==> config.mk <==
export PLATFORM = sky130hd
export DESIGN_NAME = serial_bypass_subtractor
export DESIGN_NICKNAME = d
export VERILOG_FILES = /design/src/rtl/serial_bypass_subtractor_pkg.sv /design/src/rtl/serial_bypass_subtractor_sub_group_bypass.sv /design/src/rtl/serial_bypass_subtractor.sv
export SDC_FILE = /design/constraint.sdc
export NUM_CORES = 1
export LEC_CHECK = 0
export BUFFER_PORTS_ARGS = -buffer_cell sky130_fd_sc_hd__buf_2
export CORE_MARGIN = 5
export CORE_UTILIZATION = 23
export DETAILED_ROUTE_END_ITERATION = 10
export PLACE_DENSITY = 0.46
export SETUP_SLACK_MARGIN = 0.05
export SYNTH_ARGS = -nofsm -noshare
export SYNTH_HDL_FRONTEND = slang
export SYNTH_HIERARCHICAL = 1
export SYNTH_SLANG_ARGS = --single-unit
export TNS_END_PERCENT = 30
==> constraint.sdc <==
create_clock -name clk -period 6.4 [get_ports clk]
set_input_delay 1.28 -clock clk [delete_from_list [all_inputs] [get_ports clk]]
set_output_delay 1.28 -clock clk [all_outputs]
set_load 0.05 [all_outputs]
==> src/rtl/serial_bypass_subtractor_pkg.sv <==
`default_nettype none
// ---- serial_bypass_subtractor_pkg : FSM encoding and default geometry -- rev 1.0 ----
package serial_bypass_subtractor_pkg;

  localparam int DEF_WIDTH   = 32;
  localparam int DEF_GROUP   = 4;
  localparam int DEF_NGROUPS = DEF_WIDTH / DEF_GROUP;

  typedef enum logic [1:0] {
    S_IDLE = 2'd0,
    S_CALC = 2'd1,
    S_DONE = 2'd2
  } state_t;

endpackage
`default_nettype wire

==> src/rtl/serial_bypass_subtractor_sub_group_bypass.sv <==
`default_nettype none
// ---- sub_group_bypass : GROUP-bit ripple a + ~b + cin with all-propagate flag -- rev 1.0 ----
module sub_group_bypass
  import serial_bypass_subtractor_pkg::*;
#(
  parameter int GROUP = DEF_GROUP
) (
  input  logic [GROUP-1:0] a,
  input  logic [GROUP-1:0] b,
  input  logic             cin,
  output logic [GROUP-1:0] diff,
  output logic             cout,
  output logic             all_prop
);

  logic [GROUP:0]   c;
  logic [GROUP-1:0] p;

  assign c[0] = cin;
  assign p    = a ^ ~b;

  for (genvar i = 0; i < GROUP; i++) begin : g_bit
    assign diff[i]  = p[i] ^ c[i];
    assign c[i+1]   = (a[i] & ~b[i]) | (p[i] & c[i]);
  end

  assign cout     = c[GROUP];
  assign all_prop = &p;

endmodule
`default_nettype wire

==> src/rtl/serial_bypass_subtractor.sv <==
`default_nettype none
// ---- serial_bypass_subtractor : GROUP bits per cycle a - b - bin, carry-bypass -- rev 1.0 ----
// ---- Optional signed overflow flag enabled by macro SUB_OVERFLOW_EN.
module serial_bypass_subtractor
  import serial_bypass_subtractor_pkg::*;
#(
  parameter int WIDTH = DEF_WIDTH,
  parameter int GROUP = DEF_GROUP
) (
  input  logic             clk,
  input  logic             rst_n,
  input  logic             in_valid,
  output logic             in_ready,
  input  logic [WIDTH-1:0] a,
  input  logic [WIDTH-1:0] b,
  input  logic             bin,
  output logic             out_valid,
  input  logic             out_ready,
  output logic [WIDTH-1:0] diff,
  output logic             bout,
  output logic             overflow
);

  localparam int NGROUPS = WIDTH / GROUP;
  localparam int KW      = (NGROUPS > 1) ? $clog2(NGROUPS) : 1;

  state_t           state, state_nxt;
  logic [WIDTH-1:0] a_q, b_q, work_q, work_nxt;
  logic             carry_q;
  logic [KW-1:0]    k_q;
  logic [GROUP-1:0] grp_a, grp_b, grp_diff;
  logic             grp_ripple, grp_all_prop, grp_cout;
  logic             accept, last;

  assign in_ready  = (state == S_IDLE);
  assign out_valid = (state == S_DONE);
  assign accept    = in_ready && in_valid;
  assign last      = (k_q == KW'(NGROUPS - 1));

  assign grp_a = a_q[int'(k_q) * GROUP +: GROUP];
  assign grp_b = b_q[int'(k_q) * GROUP +: GROUP];

  sub_group_bypass #(.GROUP(GROUP)) u_group (
    .a        (grp_a),
    .b        (grp_b),
    .cin      (carry_q),
    .diff     (grp_diff),
    .cout     (grp_ripple),
    .all_prop (grp_all_prop)
  );

  // Fully propagating group forwards its carry-in unchanged.
  assign grp_cout = grp_all_prop ? carry_q : grp_ripple;

  always_comb begin
    work_nxt = work_q;
    work_nxt[int'(k_q) * GROUP +: GROUP] = grp_diff;
  end

  always_ff @(posedge clk or negedge rst_n) begin
    if (!rst_n) state <= S_IDLE;
    else        state <= state_nxt;
  end

  always_comb begin
    state_nxt = state;
    case (state)
      S_IDLE:  if (in_valid)  state_nxt = S_CALC;
      S_CALC:  if (last)      state_nxt = S_DONE;
      S_DONE:  if (out_ready) state_nxt = S_IDLE;
      default:                state_nxt = S_IDLE;
    endcase
  end

  always_ff @(posedge clk or negedge rst_n) begin
    if (!rst_n) begin
      a_q     <= '0;
      b_q     <= '0;
      work_q  <= '0;
      carry_q <= 1'b0;
      k_q     <= '0;
      diff    <= '0;
      bout    <= 1'b0;
    end else if (accept) begin
      a_q     <= a;
      b_q     <= b;
      carry_q <= ~bin;
      k_q     <= '0;
    end else if (state == S_CALC) begin
      work_q  <= work_nxt;
      carry_q <= grp_cout;
      if (last) begin
        k_q  <= '0;
        diff <= work_nxt;
        bout <= ~grp_cout;
      end else begin
        k_q  <= k_q + 1'b1;
      end
    end
  end

`ifdef SUB_OVERFLOW_EN
  // At the last group the operand and result MSBs sit at the top of the group.
  always_ff @(posedge clk or negedge rst_n) begin
    if (!rst_n)
      overflow <= 1'b0;
    else if (state == S_CALC && last)
      overflow <= (grp_a[GROUP-1] != grp_b[GROUP-1]) && (grp_diff[GROUP-1] != grp_a[GROUP-1]);
  end
`else
  assign overflow = 1'b0;
`endif

endmodule
`default_nettype wire

==> results of run 1 <==
-- power breakdown --
group | internal, W | switching [W]
clock | 0.000561 | 0.000364
sequential | 0.00123 | 0.000262
combinational | 0.000847 | 0.00159
-- cell usage after synthesis (all sizes together) --
| cell | instances |
|---|---|
| a31oi | 19 |
| and2 | 2 |
| and3b | 2 |
| and4 | 1 |
| and4b | 4 |
| and4bb | 8 |
| buf | 22 |
| clkbuf | 18 |
| clkinv | 1 |
| conb | 1 |
| dfrtp | 135 |
| fa | 4 |
| ha | 11 |
| inv | 18 |
| mux2 | 28 |
| mux2i | 17 |
| mux4 | 16 |
| nand2 | 237 |
| nand2b | 7 |
| nand3 | 21 |
| nand3b | 1 |
| nand4 | 5 |
| nor2 | 22 |
| nor2b | 4 |
| nor3 | 4 |
| nor3b | 1 |
| nor4b | 2 |
| o211ai | 1 |
| o21ai | 35 |
| o22a | 1 |
| o311a | 2 |
| o311ai | 1 |
| o31ai | 2 |
| or2 | 2 |
| or3 | 1 |
| or3b | 1 |
| or4b | 2 |
-- cells by family after synthesis --
kind of cell	after synthesis	synth area share, %
flip-flops	135	50.66
buffers and inverters	59	4.090
other	1	0.05623
multiplexers	61	13.36
adder cells (fa/ha/maj)	15	3.265
AND/OR/NAND/NOR	327	23.00
AO/OA/AOI/OAI	61	5.572
-- metrics by stage --
| stage | std cells | total power [W] | setup slack, ns | hold slack, ns |
|---|---|---|---|---|
| floorplan | 659 | 0.003262 | 2.693 | 0.4403 |
| CTS | 1143 | 0.004939 | 2.278 | 0.4751 |
| global route | 1143 | 0.005243 | 2.008 | 0.4865 |
| detailed placement | 1112 | 0.003986 | 2.320 | 0.4604 |
| finish | 1143 | 0.004851 | 2.359 | 0.4684 |
| global placement | 1112 | 0.003962 | 2.422 | 0.4541 |
-- final cells by class --
type / instances / area (um^2) / share of cell area (%)
Sequential cell: 135 / 3379 / 41.86
Clock inverter: 8 / 73.82 / 0.9143
Timing Repair Buffer: 109 / 566.8 / 7.020
Inverter: 19 / 71.32 / 0.8833
Tap cell: 384 / 480.5 / 5.951
Multi-Input combinational cell: 465 / 3024 / 37.46
Clock buffer: 23 / 478.0 / 5.920
-- layer usage --
metal / GRT usage (%) / vias up / part of all wire [%]
li1: - / 2392 / -
met2: 17.96 / 106 / 47
met3: 3.391 / 4 / 4.2
met5: 0 / - / 0
met1: 16.26 / 2363 / 48
met4: 2.511 / 0 / 0.45
-- worst paths after layout --
path,from,slack (ns),endpoint,cells after the start
worst max-delay path,k_q[0],2.36,diff[31],13
worst min-delay path,b_q[27],0.47,b_q[27],2
worst max register to register,k_q[0],2.36,diff[31],13
worst min register to register,b_q[27],0.47,b_q[27],2
max in group asynchronous,rst_n,4.37,a_q[2],2
min in group asynchronous,rst_n,0.97,diff[13],1
-- worst reg2reg max path, delay by kind of cell, from the launching register on --
family                     cells  cell delay (ns)
and+or+nand+nor                4             0.58
AOI/OAI and AO/OA              1             0.21
adders and majority gates      4             1.44
DFF                            1             0.57
buffers and inverters          3             0.59
muxes                          1             0.57
-- state kept, by name, indices dropped and copies added (netlist names) --
name and count:
a_q 32, b_q 32, diff 32, work_q 32
k_q 3, state 2, bout 1, carry_q 1
==> metrics.md, run 1 <==
| Metric | Value |
|---|---|
| Outcome | finished, final reports clean |
| Final worst path period share | 63.15% |
| Fmax | 247.4 MHz |
| Core area | 0.02870 mm^2 |
| GPL Wtd Cong | 0.7726 |
| Seq/Total Area, Yosys | 50.66% |
| CP Data Required Time | 6.74 ns |
| Avg Cell Area, Syn | 10.12 um^2 |
| CP Launch Type | register |
| TritonCTS clock tree | done |
| Final Hold Viols | 0 |
| Power per cell area | 600.8 mW/mm^2 |
| GRT Util Overall | 11.62% |
| Unique masters post-synth | 46 |
| Post-DP HPWL | 12.99 mm |
| DIE HEIGHT | 180.3 um |
| Die area | 0.03250 mm^2 |
| Cts hold-fix bufs | 0 |
| CTS clk-pin slew, worst paths | 0.06 ns |
| Slew Viols, Final | 0 |
| Worst hold-check path type | register to register |
| Commonest non-fill, non-tap cells in the layout | 237 x nand2_1, 134 x dfrtp_1, 102 x buf_2 |
| Synth area leaders | dfrtp_1 51%, nand2_1 13%, mux4_2 5.4% |
| Slowest stage delay, CP | 0.66 ns |
| Wirelength per Cell | 16.17 um |
| Post-cts resize count | 0 |
| Crit-path slowest cell | fa_1 |
| Syn nets | 743 |
| Routed WL | 18.48 mm |
| Root Driver | clkbuf_16 |
| Commonest non-fill, non-tap cell in the layout | nand2_1 |
| Number of global-route vias before repair | 5,103 |
| Detail Route Antenna Nets | 0 |
| Max Cap Viol | 0 |
| Routed vias/inst | 4.256 |
| CP delay by family, top | adder cells |
| Share of cells above drive strength 1 | 25.69% |
| Router iterations before antenna repair | 4 |
| Core Rows | 62 |
| Crit Path Max Fanout | 34 |
| # port buffers | 103 |
| Setup-failing EPs final | 0 |
| Initial antenna violation count | 0 |
| First-pass GRT wire length | 29.70 mm |
| Setup_tns | 0 ns |
| Ant diodes | 0 |
| Horiz. Die Dim | 180.3 um |
| Peak VDD IR | 0.3735 mV |
| Initial Util | 23.23% |
| Detailed Route Iter0 Violations | 262 |
| Area grow syn2layout | 21.07% |
| CP most frequent cell | fa_1 |
| Synth Instances | 659 |
| Fin crit period | 4.041 ns |
| Vias post-DR | 4,865 |
| Num CTS Buffers | 17 |
| CP Buf/Inv Count | 3 |
| Tightest Pin Transition | 1.105 ns |
| FF+latch count, synth | 135 |
| Post-Syn Area | 0.006669 mm^2 |
| Final net count | 831 |
| CP Data Arrival Time | 4.38 ns |
| Remaining DRCs | 0 |
| Overflow after GRT | 0 |
| Fillers | 3,088 |
| WS Path Type | register to register |
| Post-placement cell area | 0.007522 mm^2 |
| Clock Path Buffers | 2 |
| CP Capture Type | register |
| Sinks on Clock Net | 135 |
| Largest net degree at the start of global routing | 100 |
| Synth area leader | dfrtp_1 |
| Layout Skew | 0.009133 ns |
| Clock latency on the worst-skew pair | 0.42 ns |
| Final instance area | 0.008074 mm^2 |
| Post-CTS Setup Bufs | 0 |
| Relative slew margins | 26.01% |
| Fin util | 28.13% |
| Leakage | 3.949 nW |
| Yosys warns | 6 |
| CP Cell Sequence | buf_4 > mux4_2 > nand2_1 > nand2_1 > fa_1 > inv_1 > fa_1 > fa_1 > inv_1 > fa_1 > and4bb_1 > nand3_1 > a31oi_1 |
| Synth top area share | 50.66% |
| I/O pin cnt | 105 |
| Unrepaired setup endpoints after global routing | false |
| H-tree Lvls | 4 |
Note: power is estimated with default switching activity, not from simulation.
==> inputs of run 2 (changes only) <==
- PLACE_DENSITY: 0.46 -> 0.48
- clock period: 6.4 -> 3.2 ns (I/O delays scaled with it)
==> metrics.md, run 2 (synthesized netlist as in run 1, its figures left out) <==
| Metric | Value |
|---|---|
| GPL Wtd Cong | 0.7523 (was 0.7726) |
| CP Buf/Inv Count | 3 (unchanged) |
| Worst hold-check path type | primary input to asynchronous set/reset pin (was register to register) |
| Fillers | 3,079 (was 3,088) |
| Max Cap Viol | 0 (unchanged) |
| Peak VDD IR | 0.7299 mV (was 0.3735 mV) |
| Detailed Route Iter0 Violations | 272 (was 262) |
| Wirelength per Cell | 15.60 um (was 16.17 um) |
| Overflow after GRT | 0 (unchanged) |
| Root Driver | clkbuf_16 (unchanged) |
| Layout Skew | 0.009515 ns (was 0.009133 ns) |
| Final WS setup | -0.1857 ns (was 2.359 ns) |
| Power per cell area | 1259 mW/mm^2 (was 600.8 mW/mm^2) |
| Slowest stage delay, CP | 0.54 ns (was 0.66 ns) |
| Router iterations before antenna repair | 4 (unchanged) |
| Outcome | finished with violations (was finished, final reports clean) |
| CP delay by family, top | adder cells (unchanged) |
| R2R Setup Slk | -0.19 ns (was 2.36 ns) |
| R2R Path Start | k_q[0] (unchanged) |
| Core area | 0.02870 mm^2 (unchanged) |
| CP Capture Type | register (unchanged) |
| Number of global-route vias before repair | 5,069 (was 5,103) |
| TritonCTS clock tree | done (unchanged) |
| Initial Util | 23.23% (unchanged) |
| CP Launch Type | register (unchanged) |
| Area grow syn2layout | 25.25% (was 21.07%) |
| Met1 usage in global routing | 15.85% (was 16.26%) |
| Final net count | 853 (was 831) |
| Total chip power | 0.01052 W (was 0.004851 W) |
| Met2 Use GR | 17.69% (was 17.96%) |
| Crit-path slowest cell | mux4_2 (was fa_1) |
| Num CTS Buffers | 17 (unchanged) |
| Sinks on Clock Net | 135 (unchanged) |
| Fin Hold WS | 0.2751 ns (was 0.4684 ns) |
| Final worst path period share | 105.8% (was 63.15%) |
| Commonest non-fill, non-tap cells in the layout | 235 x nand2_1, 134 x dfrtp_1, 102 x buf_2 (was 237 x nand2_1, 134 x dfrtp_1, 102 x buf_2) |
| Share of cells above drive strength 1 | 29.54% (was 25.69%) |
| CP Data Arrival Time | 3.69 ns (was 4.38 ns) |
| Most Used Layer, Global Route | met2 (unchanged) |
| Failing checks | negative setup slack |
| Horiz. Die Dim | 180.3 um (unchanged) |
| Clock Path Buffers | 2 (unchanged) |
| Non-filler cells, final | 1,166 (was 1,143) |
| Worst r2r dst | work_q[11] (was diff[31]) |
| Routing usage on met3 | 2.887% (was 3.391%) |
| DP Cell Count | 1,133 (was 1,112) |
| CP Data Required Time | 3.50 ns (was 6.74 ns) |
| Detail Route Antenna Nets | 0 (unchanged) |
| Vias post-DR | 4,954 (was 4,865) |
| Die area | 0.03250 mm^2 (unchanged) |
| Ant diodes | 0 (unchanged) |
| CP most frequent cell | fa_2 (was fa_1) |
| Post-DP HPWL | 13.10 mm (was 12.99 mm) |
| Routed vias/inst | 4.249 (was 4.256) |
| Clock latency on the worst-skew pair | 0.42 ns (about the same) |
| CTS clk-pin slew, worst paths | 0.06 ns (about the same) |
| Unrepaired setup endpoints after global routing | true (was false) |
| Final Hold Viols | 0 (unchanged) |
| Final instance area | 0.008353 mm^2 (was 0.008074 mm^2) |
| # port buffers | 103 (unchanged) |
| First-pass GRT wire length | 29.21 mm (was 29.70 mm) |
| DIE HEIGHT | 180.3 um (unchanged) |
| Slew Viols, Final | 0 (unchanged) |
| Routed WL | 18.19 mm (was 18.48 mm) |
| CP Cell Sequence | mux4_2 > nand2_1 > nand2_1 > inv_2 > fa_2 > inv_2 > fa_2 > fa_2 > inv_2 > fa_2 > and4bb_2 > mux2_4 (was buf_4 > mux4_2 > nand2_1 > nand2_1 > fa_1 > inv_1 > fa_1 > fa_1 > inv_1 > fa_1 > and4bb_1 > nand3_1 > a31oi_1) |
| Leakage | 4.087 nW (was 3.949 nW) |
| Fmax | 295.4 MHz (was 247.4 MHz) |
| Initial antenna violation count | 0 (unchanged) |
| GRT Util Overall | 11.28% (was 11.62%) |
| I/O pin cnt | 105 (unchanged) |
| Commonest non-fill, non-tap cell in the layout | nand2_1 (unchanged) |
| Worst Reg2Reg Path Length in Cells | 12 (was 13) |
| Relative slew margins | 48.82% (was 26.01%) |
| Post-placement cell area | 0.007696 mm^2 (was 0.007522 mm^2) |
| WS Path Type | register to register (unchanged) |
| H-tree Lvls | 4 (unchanged) |
| Largest net degree at the start of global routing | 79 (was 100) |
| Setup-failing EPs final | 14 (was 0) |
| Cts hold-fix bufs | 0 (unchanged) |
| Core Rows | 62 (unchanged) |
| Fin crit period | 3.386 ns (was 4.041 ns) |
| Fin util | 29.10% (was 28.13%) |
| Remaining DRCs | 0 (unchanged) |
| Tightest Pin Transition | 0.7677 ns (was 1.105 ns) |
| Crit Path Max Fanout | 7 (was 34) |
-- run 2: cell types whose count changed in the layout (fill, tap and decap cells not counted), sizes merged --
cell	before	now
buf	109	131
bufinv	1	3
clkbuf	23	25
clkinv	6	3
-- run 2: where the power goes --
part	switching (W)	internal [W]	leakage, nW
logic	0.00339	0.00213	2.07
clock network	0.000737	0.00133	0.299
registers	0.000476	0.00246	1.72
total	0.00460	0.00592	4.09
-- run 2: final cells by class --
cell class,instances,area (um^2),area share [%]
Clock buffer,25,505.5,6.052
Multi-Input combinational cell,465,3050,36.52
Sequential cell,135,3379,40.46
Tap cell,384,480.5,5.752
Timing Repair Buffer,131,748.2,8.957
Clock inverter,7,115.1,1.378
Inverter,19,73.82,0.8838
-- run 2: worst max-delay path by stage --
stage,start,end,depth (start not counted)
2_1_floorplan,k_q[0],work_q[31],14
3_3_place_gp,k_q[0],diff[27],12
3_5_place_dp,k_q[0],work_q[31],10
4_1_cts,k_q[0],work_q[27],12
5_1_grt,k_q[0],work_q[27],12
6_report,k_q[0],work_q[11],12
-- run 2: metal layers --
layer	share of wire, %	wire, um
met5	0	0
met4	0.89	162
met3	3.8	687
met2	47	8529
met1	48	8814
-- run 2: worst register-to-register path, cell delays in order (launching register included) --
cell	delay (ns)
dfrtp_2	0.49
mux4_2	0.55
nand2_1	0.07
nand2_1	0.06
inv_2	0.06
fa_2	0.19
inv_2	0.04
fa_2	0.35
fa_2	0.35
inv_2	0.06
fa_2	0.49
and4bb_2	0.30
mux2_4	0.26
-- run 2: per-stage QoR --
stage               TNS [ns]  worst slack [ns]
floorplan             -3.199           -0.2959
global placement      -2.710           -0.2419
detailed placement    -3.284           -0.2811
CTS                   -2.078           -0.1950
global route          -3.529           -0.2957
finish                -1.772           -0.1857
-- run 2: repair_timing --
| item | in CTS | in global routing |
|---|---|---|
| pin swaps | 6 | 4 |
| resized for setup | 7 | 7 |
| setup endpoints to repair | 22 | 25 |
| setup buffers | 0 | 1 |
| gates cloned | 0 | 0 |
| endpoints found under the hold margin | 0 | 0 |
